<file path="config.mk">
export PLATFORM = sky130hd
export DESIGN_NAME = nmr_shot_scheduler
export DESIGN_NICKNAME = d
export VERILOG_FILES = /design/src/rtl/nmr_shot_scheduler.sv
export SDC_FILE = /design/constraint.sdc
export NUM_CORES = 1
export LEC_CHECK = 0
export CORE_MARGIN = 3
export CORE_UTILIZATION = 30
export DETAILED_ROUTE_END_ITERATION = 10
export SLEW_MARGIN = 20
export SYNTH_ARGS = -nofsm -noshare
export SYNTH_HDL_FRONTEND = slang
export SYNTH_SLANG_ARGS = --single-unit
export TNS_END_PERCENT = 30
</file>
<file path="constraint.sdc">
create_clock -name clk -period 12.1 [get_ports clk]
set_input_delay 2.42 -clock clk [delete_from_list [all_inputs] [get_ports clk]]
set_output_delay 2.42 -clock clk [all_outputs]
set_load 0.05 [all_outputs]
</file>
<file path="src/rtl/nmr_shot_scheduler.sv">
// Sequences a run of NMR acquisition shots: arms the acquisition FSM, waits for its
// done flag (with optional timeout), then waits a recovery delay and steps the frequency.
module nmr_shot_scheduler #(
    parameter int SHOT_W = 16
) (
    input  logic              clk,
    input  logic              rst_n,
    input  logic              start_i,
    input  logic              abort_i,
    input  logic [SHOT_W-1:0] nb_shots_i,
    input  logic [31:0]       tr_delay_i,
    input  logic [31:0]       timeout_i,
    input  logic [31:0]       freq_start_i,
    input  logic [31:0]       freq_step_i,
    input  logic              acq_done_i,
    output logic              acq_start_o,
    output logic              acq_rst_n_o,
    output logic [31:0]       freq_o,
    output logic [SHOT_W-1:0] shot_cnt_o,
    output logic              busy_o,
    output logic              done_o,
    output logic              timeout_err_o
);

    localparam logic [2:0] S_IDLE    = 3'd0;
    localparam logic [2:0] S_LOAD    = 3'd1;
    localparam logic [2:0] S_ARM     = 3'd2;
    localparam logic [2:0] S_WAIT    = 3'd3;
    localparam logic [2:0] S_RECOVER = 3'd4;
    localparam logic [2:0] S_FINISH  = 3'd5;
    localparam logic [2:0] S_ERROR   = 3'd6;

    logic [2:0]        r_state;
    logic              r_startQ;
    logic [31:0]       r_timer;
    logic [SHOT_W-1:0] r_nbShots;
    logic [31:0]       r_trDelay;
    logic [31:0]       r_timeout;
    logic [31:0]       r_freqStep;

    logic [2:0]        w_nextState;
    logic              w_startEdge;
    logic [31:0]       w_timerInc;
    logic [SHOT_W-1:0] w_cntInc;
    logic              w_timeoutHit;

    assign w_startEdge  = start_i & ~r_startQ;
    assign w_timerInc   = r_timer + 32'd1;
    assign w_cntInc     = (&shot_cnt_o) ? shot_cnt_o : shot_cnt_o + SHOT_W'(1);
    // The timer counts cycles since ARM, so the hit fires on the edge that ends cycle ARM+timeout-1.
    assign w_timeoutHit = (r_timeout != 32'd0) && (w_timerInc >= r_timeout);

    always_comb begin
        w_nextState = r_state;
        if (abort_i) begin
            w_nextState = S_IDLE;
        end else begin
            case (r_state)
                S_IDLE:    if (w_startEdge) w_nextState = S_LOAD;
                S_LOAD:    w_nextState = (r_nbShots == '0) ? S_FINISH : S_ARM;
                S_ARM:     w_nextState = S_WAIT;
                S_WAIT: begin
                    if (acq_done_i)
                        w_nextState = (w_cntInc == r_nbShots) ? S_FINISH : S_RECOVER;
                    else if (w_timeoutHit)
                        w_nextState = S_ERROR;
                end
                S_RECOVER: if (r_timer >= r_trDelay) w_nextState = S_ARM;
                S_FINISH:  if (w_startEdge) w_nextState = S_LOAD;
                S_ERROR:   w_nextState = S_ERROR;
                default:   w_nextState = S_IDLE;
            endcase
        end
    end

    always_ff @(posedge clk) begin
        if (!rst_n) begin
            r_state       <= S_IDLE;
            r_startQ      <= 1'b0;
            r_timer       <= 32'd0;
            r_nbShots     <= '0;
            r_trDelay     <= 32'd0;
            r_timeout     <= 32'd0;
            r_freqStep    <= 32'd0;
            shot_cnt_o    <= '0;
            freq_o        <= 32'd0;
            acq_start_o   <= 1'b0;
            acq_rst_n_o   <= 1'b0;
            busy_o        <= 1'b0;
            done_o        <= 1'b0;
            timeout_err_o <= 1'b0;
        end else begin
            r_startQ      <= start_i;
            r_state       <= w_nextState;
            acq_start_o   <= (w_nextState == S_ARM);
            busy_o        <= (w_nextState == S_LOAD) || (w_nextState == S_ARM) ||
                             (w_nextState == S_WAIT) || (w_nextState == S_RECOVER);
            done_o        <= (w_nextState == S_FINISH);
            timeout_err_o <= (w_nextState == S_ERROR);

            // Held low on abort and for only the first RECOVER cycle.
            case (w_nextState)
                S_IDLE:         acq_rst_n_o <= ~abort_i;
                S_LOAD,
                S_ERROR:        acq_rst_n_o <= 1'b0;
                S_RECOVER:      acq_rst_n_o <= (r_state == S_RECOVER);
                default:        acq_rst_n_o <= 1'b1;
            endcase

            if (w_nextState == S_LOAD) begin
                r_nbShots  <= nb_shots_i;
                r_trDelay  <= tr_delay_i;
                r_timeout  <= timeout_i;
                r_freqStep <= freq_step_i;
                freq_o     <= freq_start_i;
            end else if (r_state == S_RECOVER && w_nextState == S_ARM) begin
                freq_o <= freq_o + r_freqStep;
            end

            if (abort_i || w_nextState == S_LOAD)
                shot_cnt_o <= '0;
            else if (r_state == S_WAIT && acq_done_i)
                shot_cnt_o <= w_cntInc;

            if ((w_nextState == S_ARM && r_state != S_ARM) ||
                (w_nextState == S_RECOVER && r_state != S_RECOVER))
                r_timer <= 32'd0;
            else if (r_state == S_ARM || r_state == S_WAIT || r_state == S_RECOVER)
                r_timer <= w_timerInc;
            else
                r_timer <= 32'd0;
        end
    end

endmodule

</file>
==> results of run 1 <==
routing by layer:
layer | share of wire | vias up | routed length, µm | global-route usage
li1 | - | 5211 | - | -
met1 | 0.48 | 4745 | 15700 | 0.203
met2 | 0.46 | 212 | 15100 | 0.245
met3 | 0.047 | 47 | 1540 | 0.0325
met4 | 0.018 | 4 | 609 | 0.0304
met5 | 0.00091 | - | 30 | 0
worst reg2reg max path, cell delays in order (launching register included):
cell	delay, ps
dfxtp_1	420
and4_1	270
and4_1	300
nand2_1	110
nor3_1	360
and2_1	270
and3_1	210
nand3_1	100
xnor2_1	210
ha_1	290
a21oi_1	140
o21ai_0	130
a2111oi_0	600
o311a_1	300
o22ai_1	120
a211oi_2	590
nand3b_4	730
buf_12	500
nand3_2	720
mux2i_1	140
per-stage QoR:
step | hold slack [ps] | total power (µW) | util | cells
floorplan | 463 | 1000 | - | 1366
global placement | 478 | 1120 | 0.364 | 2039
detailed placement | 485 | 1130 | 0.364 | 2039
CTS | 499 | 1930 | 0.385 | 2086
global route | 526 | 1990 | 0.385 | 2086
finish | 493 | 1890 | 0.385 | 2086
flip-flops by register name, summed over array words and instances (netlist names):
signal	flops
busy_o	1
r_nbShots	16
r_timer	32
shot_cnt_o	16
freq_o	32
done_o	1
r_timeout	32
acq_rst_n_o	1
r_freqStep	32
timeout_err_o	1
r_startQ	1
r_state	3
acq_start_o	1
r_trDelay	32
power breakdown:
| part | internal (µW) | switching, µW | leakage (µW) | total [µW] |
|---|---|---|---|---|
| Clock | 477 | 300 | 0.000422 | 778 |
| Combinational | 177 | 203 | 0.00470 | 379 |
| Sequential | 700 | 34.2 | 0.00163 | 735 |
| Total | 1350 | 537 | 0.00676 | 1890 |
cell families after synthesis:
| kind of cell | synth area share |
|---|---|
| AO/OA/AOI/OAI | 0.154 |
| multiplexers | 0.108 |
| XOR/XNOR | 0.0569 |
| flip-flops | 0.331 |
| AND/OR/NAND/NOR | 0.192 |
| adder cells (fa/ha/maj) | 0.101 |
| buffers and inverters | 0.0567 |
final cells by class:
class                           instances  share of cell area
Clock buffer                           35              0.0464
Sequential cell                       201               0.262
Inverter                               84              0.0207
Clock inverter                         12             0.00984
Tap cell                              525              0.0427
Timing Repair Buffer                  205               0.134
Multi-Input combinational cell       1024               0.485
placed cells by master (no fill, tap or decap), types with 19 or more instances in the layout:
cell type        count
o21ai_0             37
nand4_1             19
nand3_1             36
mux2i_1            131
a21o_1              25
nand2_1             88
o211a_1             21
xor2_1              34
ha_1                97
nor2b_2             28
xnor2_1             45
inv_1               83
dfxtp_1            201
clkbuf_16           26
clkdlybuf4s50_1    201
nor2_1             184
nor3_1              26
nor4_1              19
a21oi_1             62
worst max path at each step:
stage,slack [ps],startpoint,cells after the start,to
final,5420,r_timer[2]$_SDFF_PP0_,19,acq_rst_n_o$_SDFF_PN0_
after global routing,5010,r_timer[2]$_SDFF_PP0_,20,shot_cnt_o[15]$_SDFFE_PP0P_
after CTS,5490,r_timer[2]$_SDFF_PP0_,20,shot_cnt_o[15]$_SDFFE_PP0P_
after detailed placement,5560,r_timer[2]$_SDFF_PP0_,20,shot_cnt_o[15]$_SDFFE_PP0P_
after global placement,5770,r_timer[2]$_SDFF_PP0_,20,shot_cnt_o[15]$_SDFFE_PP0P_
after floorplan,7590,r_timer[2]$_SDFF_PP0_,19,freq_o[16]$_SDFFE_PN0P_
==> flow_metrics.tcl, run 1 <==
set metrics [dict create \
    holdPathStages 2 \
    fin_crit_ps 6680 \
    drive_gt1_frac 0.0782 \
    cp_common_cell "and4_1" \
    cts_buffers 26 \
    antenna_found_initial 2 \
    cts_buffer_depth 3 \
    cp_top_family "simple AND/OR/NAND/NOR gates" \
    multiInputGateArea_um2 7460 \
    areaGrowthSynthToFinish_pct 26.4 \
    cts_root_buffer "clkbuf_16" \
    drt_first_iter_violations 534 \
    grt_first_pass_wirelength_mm 53.8 \
    period_share 0.552 \
    wire_per_inst_um 15.8 \
    maxCapViolCount 0 \
    max_freq_mhz 150 \
    synth_top_area_cell "dfxtp_1" \
    hpwl_mm 24.8 \
    core_area_um2 39900 \
    reg2reg_slack_ps 5420 \
    dpl_worst_slack_ps 5560 \
    finalNetCount 1789 \
    viasPerCell 4.90 \
    r2r_end "acq_rst_n_o$_SDFF_PN0_" \
    ctsHoldBuffers 0 \
    start_kind "flop" \
    dieWidth_um 207 \
    ir_drop_uv 95.1 \
    critical_path_class "flop to flop" \
    insertedDiodeCount 0 \
    synthesis.nets 1613 \
    ys_seq_area_frac 0.331 \
    grt_max_degree 136 \
    cts_setup_buffers 0 \
    first_global_vias 10100 \
    synth-edff-count 0 \
    drv_slew 0 \
    status "complete, no violations" \
    fillers 4001 \
    synth-async-reset-ratio 0 \
    synth-main-ff-cell "dfxtp_1" \
    track_usage 0.149 \
    crit_path_end_kind "flop" \
    min_from "r_trDelay[26]$_SDFFE_PN0P_" \
    worst_ep_required_time_ps 12490 \
    worstHoldEndpoint "r_trDelay[26]$_SDFFE_PN0P_" \
    synth_seq_cells 201 \
    r2r-start "r_timer[2]$_SDFF_PP0_" \
    drt-total-wl_mm 33.1 \
    synth.cell_area_um2 12200 \
    p_per_area_nw_per_um2 123 \
    placed_area_um2 14500 \
    critPathArrivalTime_ps 7070 \
    report.final.setup_viol 0 \
    num_io_pins 202 \
    synthCells 1366 \
    yosysWarnings 0 \
    rsz0062_at_grt "false" \
    synthDistinctLibCells 77 \
    cts_tree "done" \
    drc 0 \
    num_vias 10200 \
    drtPass1Iterations 5 \
    cts.clk_slew.worst_paths_ps 60 \
    cts_resized 0 \
    reg2regPathDepth 19 \
    grt_overflow 0 \
    place_congestion 0.874 \
    yosysMostFrequentCell "dfxtp_1" \
    slew_headroom 0.256 \
    slowest_stage "nand3b_4" \
    path_buf_inv 1 \
    cts.htree.levels 1 \
    dieHeight_um 207 \
    path_cells "and4_1 -> and4_1 -> nand2_1 -> nor3_1 -> and2_1 -> and3_1 -> nand3_1 -> xnor2_1 -> ha_1 -> a21oi_1 -> o21ai_0 -> a2111oi_0 -> o311a_1 -> o22ai_1 -> a211oi_2 -> nand3b_4 -> buf_12 -> nand3_2 -> mux2i_1" \
    portBuffers 201 \
    final.setup_skew_ps 18.1 \
    synth_top_area_frac 0.331 \
    fin_setup_tns_ps 0 \
    syn_area_per_cell_um2 8.91 \
    final_area_um2 15400 \
    worst_slack_ps 5420 \
    drtAntennaViolNets 0 \
    p_leak_uw 0.00676 \
    hold_viol_final 0 \
    slowest_delay_ps 730 \
    hp-class "flop to flop" \
    worst-path-max-fanout 135 \
    yosys-top-cells-area "dfxtp_1 (33%), mux2i_1 (11%), ha_1 (10%)" \
    clk_latency_ps 540 \
    cts.sinks 201 \
    synth_common_cells "dfxtp_1 (201), nor2_1 (184), mux2i_1 (131)" \
    initial_core_util 0.305 \
    die_area_um2 43000 \
    rows 73 \
    regArea_um2 4020 \
    worst_pin_slew_ps 1120 \
]
(Power assumes the default switching activity.)
==> run 2: changes to the inputs <==
- clock period: 12.1 -> 5.5 ns (I/O delays scaled with it)
==> run 2 against run 1 <==
Effect of this change:
- first-iteration DRC count is 10% lower
- via count rose by 0.35%
- cell area up 0.33%
- critical path depth did not move
- setup slack worse by 5000 ps
- sequential cell count stayed put
- routed wire length is 0.34% higher
- critical endpoint is now r_freqStep[29]$_SDFFE_PN0P_
==> flow_metrics.tcl, run 2 (same netlist as run 1, synthesis figures left out) <==
set metrics [dict create \
    status "complete, no violations" \
    critical_path_class "flop to flop" \
    num_vias 10300 \
    rsz0062_at_grt "false" \
    drtAntennaViolNets 0 \
    path_cells "ha_1 -> nand2_1 -> nor3_1 -> nand3_1 -> nor2_1 -> nand2_1 -> xnor2_1 -> ha_1 -> nand4_1 -> or2_2 -> a2111o_1 -> o22a_1 -> a221oi_1 -> o21a_2 -> nand3b_4 -> buf_12 -> buf_4 -> mux2i_1 -> nor2_1" \
    combPwrFrac 0.210 \
    ir_drop_uv 204 \
    hold_viol_final 0 \
    initial_core_util 0.305 \
    grt_max_degree 85 \
    r2r-start "r_timer[0]$_SDFF_PP0_" \
    slowest_delay_ps 500 \
    core_area_um2 39900 \
    p_leak_uw 0.00679 \
    die_area_um2 43000 \
    clk_latency_ps 530 \
    critPathArrivalTime_ps 5420 \
    track_usage 0.149 \
    num_io_pins 202 \
    regArea_um2 4020 \
    worst_ep_required_time_ps 5880 \
    grt_first_pass_wirelength_mm 53.5 \
    first_global_vias 10200 \
    pwr-share-seq 0.398 \
    cts_tree "done" \
    multiInputGateArea_um2 7470 \
    drtPass1Iterations 5 \
    areaGrowthSynthToFinish_pct 26.8 \
    final.setup_skew_ps 13.5 \
    hp-class "flop to flop" \
    hpwl_mm 24.9 \
    drt-total-wl_mm 33.2 \
    period_share 0.917 \
    grt_overflow 0 \
    final_cell_mix "dfxtp_1 (201), clkdlybuf4s50_1 (201), nor2_1 (183)" \
    antenna_found_initial 2 \
    cts.sinks 201 \
    dieHeight_um 207 \
    drv_slew 0 \
    reg2reg_slack_ps 460 \
    dieWidth_um 207 \
    cts_root_buffer "clkbuf_16" \
    max_freq_mhz 198 \
    crit_path_end_kind "flop" \
    p_per_area_nw_per_um2 263 \
    drt_first_iter_violations 479 \
    start_kind "flop" \
    fin_setup_tns_ps 0 \
    drc 0 \
    worst-path-max-fanout 16 \
    fillers 4008 \
    cts.clk_slew.worst_paths_ps 60 \
    place_congestion 0.877 \
    p_total_uw 4060 \
    p_sw_frac 0.286 \
    wire_per_inst_um 15.9 \
    switchingPower_uw 1160 \
    worst_pin_slew_ps 970 \
    portBuffers 201 \
    slowest_stage "dfxtp_1" \
    reg2regPathDepth 19 \
    cts.htree.levels 1 \
    cts_buffer_depth 3 \
    rows 73 \
    clkPwrFrac 0.392 \
    r2r_end "r_freqStep[29]$_SDFFE_PN0P_" \
    fin_crit_ps 5040 \
    cts_setup_buffers 0 \
    finalNetCount 1795 \
    maxCapViolCount 0 \
    cts_buffers 25 \
    critPathLaunch "r_timer[0]$_SDFF_PP0_" \
    viasPerCell 4.91 \
    slew_headroom 0.353 \
    crit_path_end "r_freqStep[29]$_SDFFE_PN0P_" \
    report.final.setup_viol 0 \
    drive_gt1_frac 0.0826 \
    p_int_uw 2900 \
]
-- run 2: cell types whose count changed in the layout (fill, tap and decap cells not counted), sizes merged --
cell	before	now
buf	4	11
clkinv	7	6
diode	0	1
clkinvlp	2	1
bufinv	3	2
clkbuf	35	31
inv	84	85
-- run 2: power groups by stage --
stage	Sequential, µW	Clock [µW]	Combinational, µW
2_1_floorplan	1710	0	502
3_3_place_gp	1650	0	844
3_5_place_dp	1650	0	854
4_1_cts	1620	1660	861
5_1_grt	1630	1710	936
6_report	1620	1590	851
-- run 2: worst min-delay path by stage --
stage	from	to	slack, ps	cells past startpoint
global route	r_trDelay[23]$_SDFFE_PN0P_	r_trDelay[23]$_SDFFE_PN0P_	520	2
finish	r_trDelay[8]$_SDFFE_PN0P_	r_trDelay[8]$_SDFFE_PN0P_	490	2
global placement	r_trDelay[27]$_SDFFE_PN0P_	r_trDelay[27]$_SDFFE_PN0P_	480	2
floorplan	r_trDelay[10]$_SDFFE_PN0P_	r_trDelay[10]$_SDFFE_PN0P_	460	2
detailed placement	r_trDelay[22]$_SDFFE_PN0P_	r_trDelay[22]$_SDFFE_PN0P_	490	2
CTS	r_trDelay[12]$_SDFFE_PN0P_	r_trDelay[12]$_SDFFE_PN0P_	500	2
-- run 2: stage by stage --
step	area [µm²]	instances	setup WS, ps	utilization	hold slack [ps]
6_report	15400	2088	456	0.387	494
5_1_grt	15400	2087	6.48	0.387	524
4_1_cts	15400	2087	217	0.386	501
3_5_place_dp	14600	2046	281	0.367	488
3_3_place_gp	14600	2046	431	0.367	480
2_1_floorplan	12200	1366	990	-	463
-- run 2: repair_timing --
action                     in CTS  in global routing
setup endpoints to repair       0                180
gates resized for setup         0                  5
hold buffers                    0                  0
-- run 2: layer usage --
metal | up-vias | global-route usage | part of all wire
li1 | 5213 | - | -
met1 | 4756 | 0.201 | 0.47
met2 | 237 | 0.246 | 0.46
met3 | 47 | 0.0296 | 0.051
met4 | 2 | 0.0346 | 0.024
met5 | - | 0 | 0.00027
-- run 2: worst max-delay path: cells and delay by family, from the launching register on --
kind / cells / cell delay, ps
xor+xnor: 1 / 150
fa+ha+maj: 2 / 600
buf+inv: 2 / 450
mux: 1 / 220
flops: 1 / 500
simple gates: 9 / 1900
compound gates: 4 / 1070
-- run 2: area by class of cell --
| type | instances | area share |
|---|---|---|
| multi-input combinational | 1024 | 0.484 |
| sequential | 201 | 0.261 |
| timing repair buffer | 212 | 0.141 |
| clock buffer | 31 | 0.0439 |
| tap | 525 | 0.0426 |
| inverter | 84 | 0.0206 |
| clock inverter | 10 | 0.00714 |
| antenna | 1 | 0.000162 |
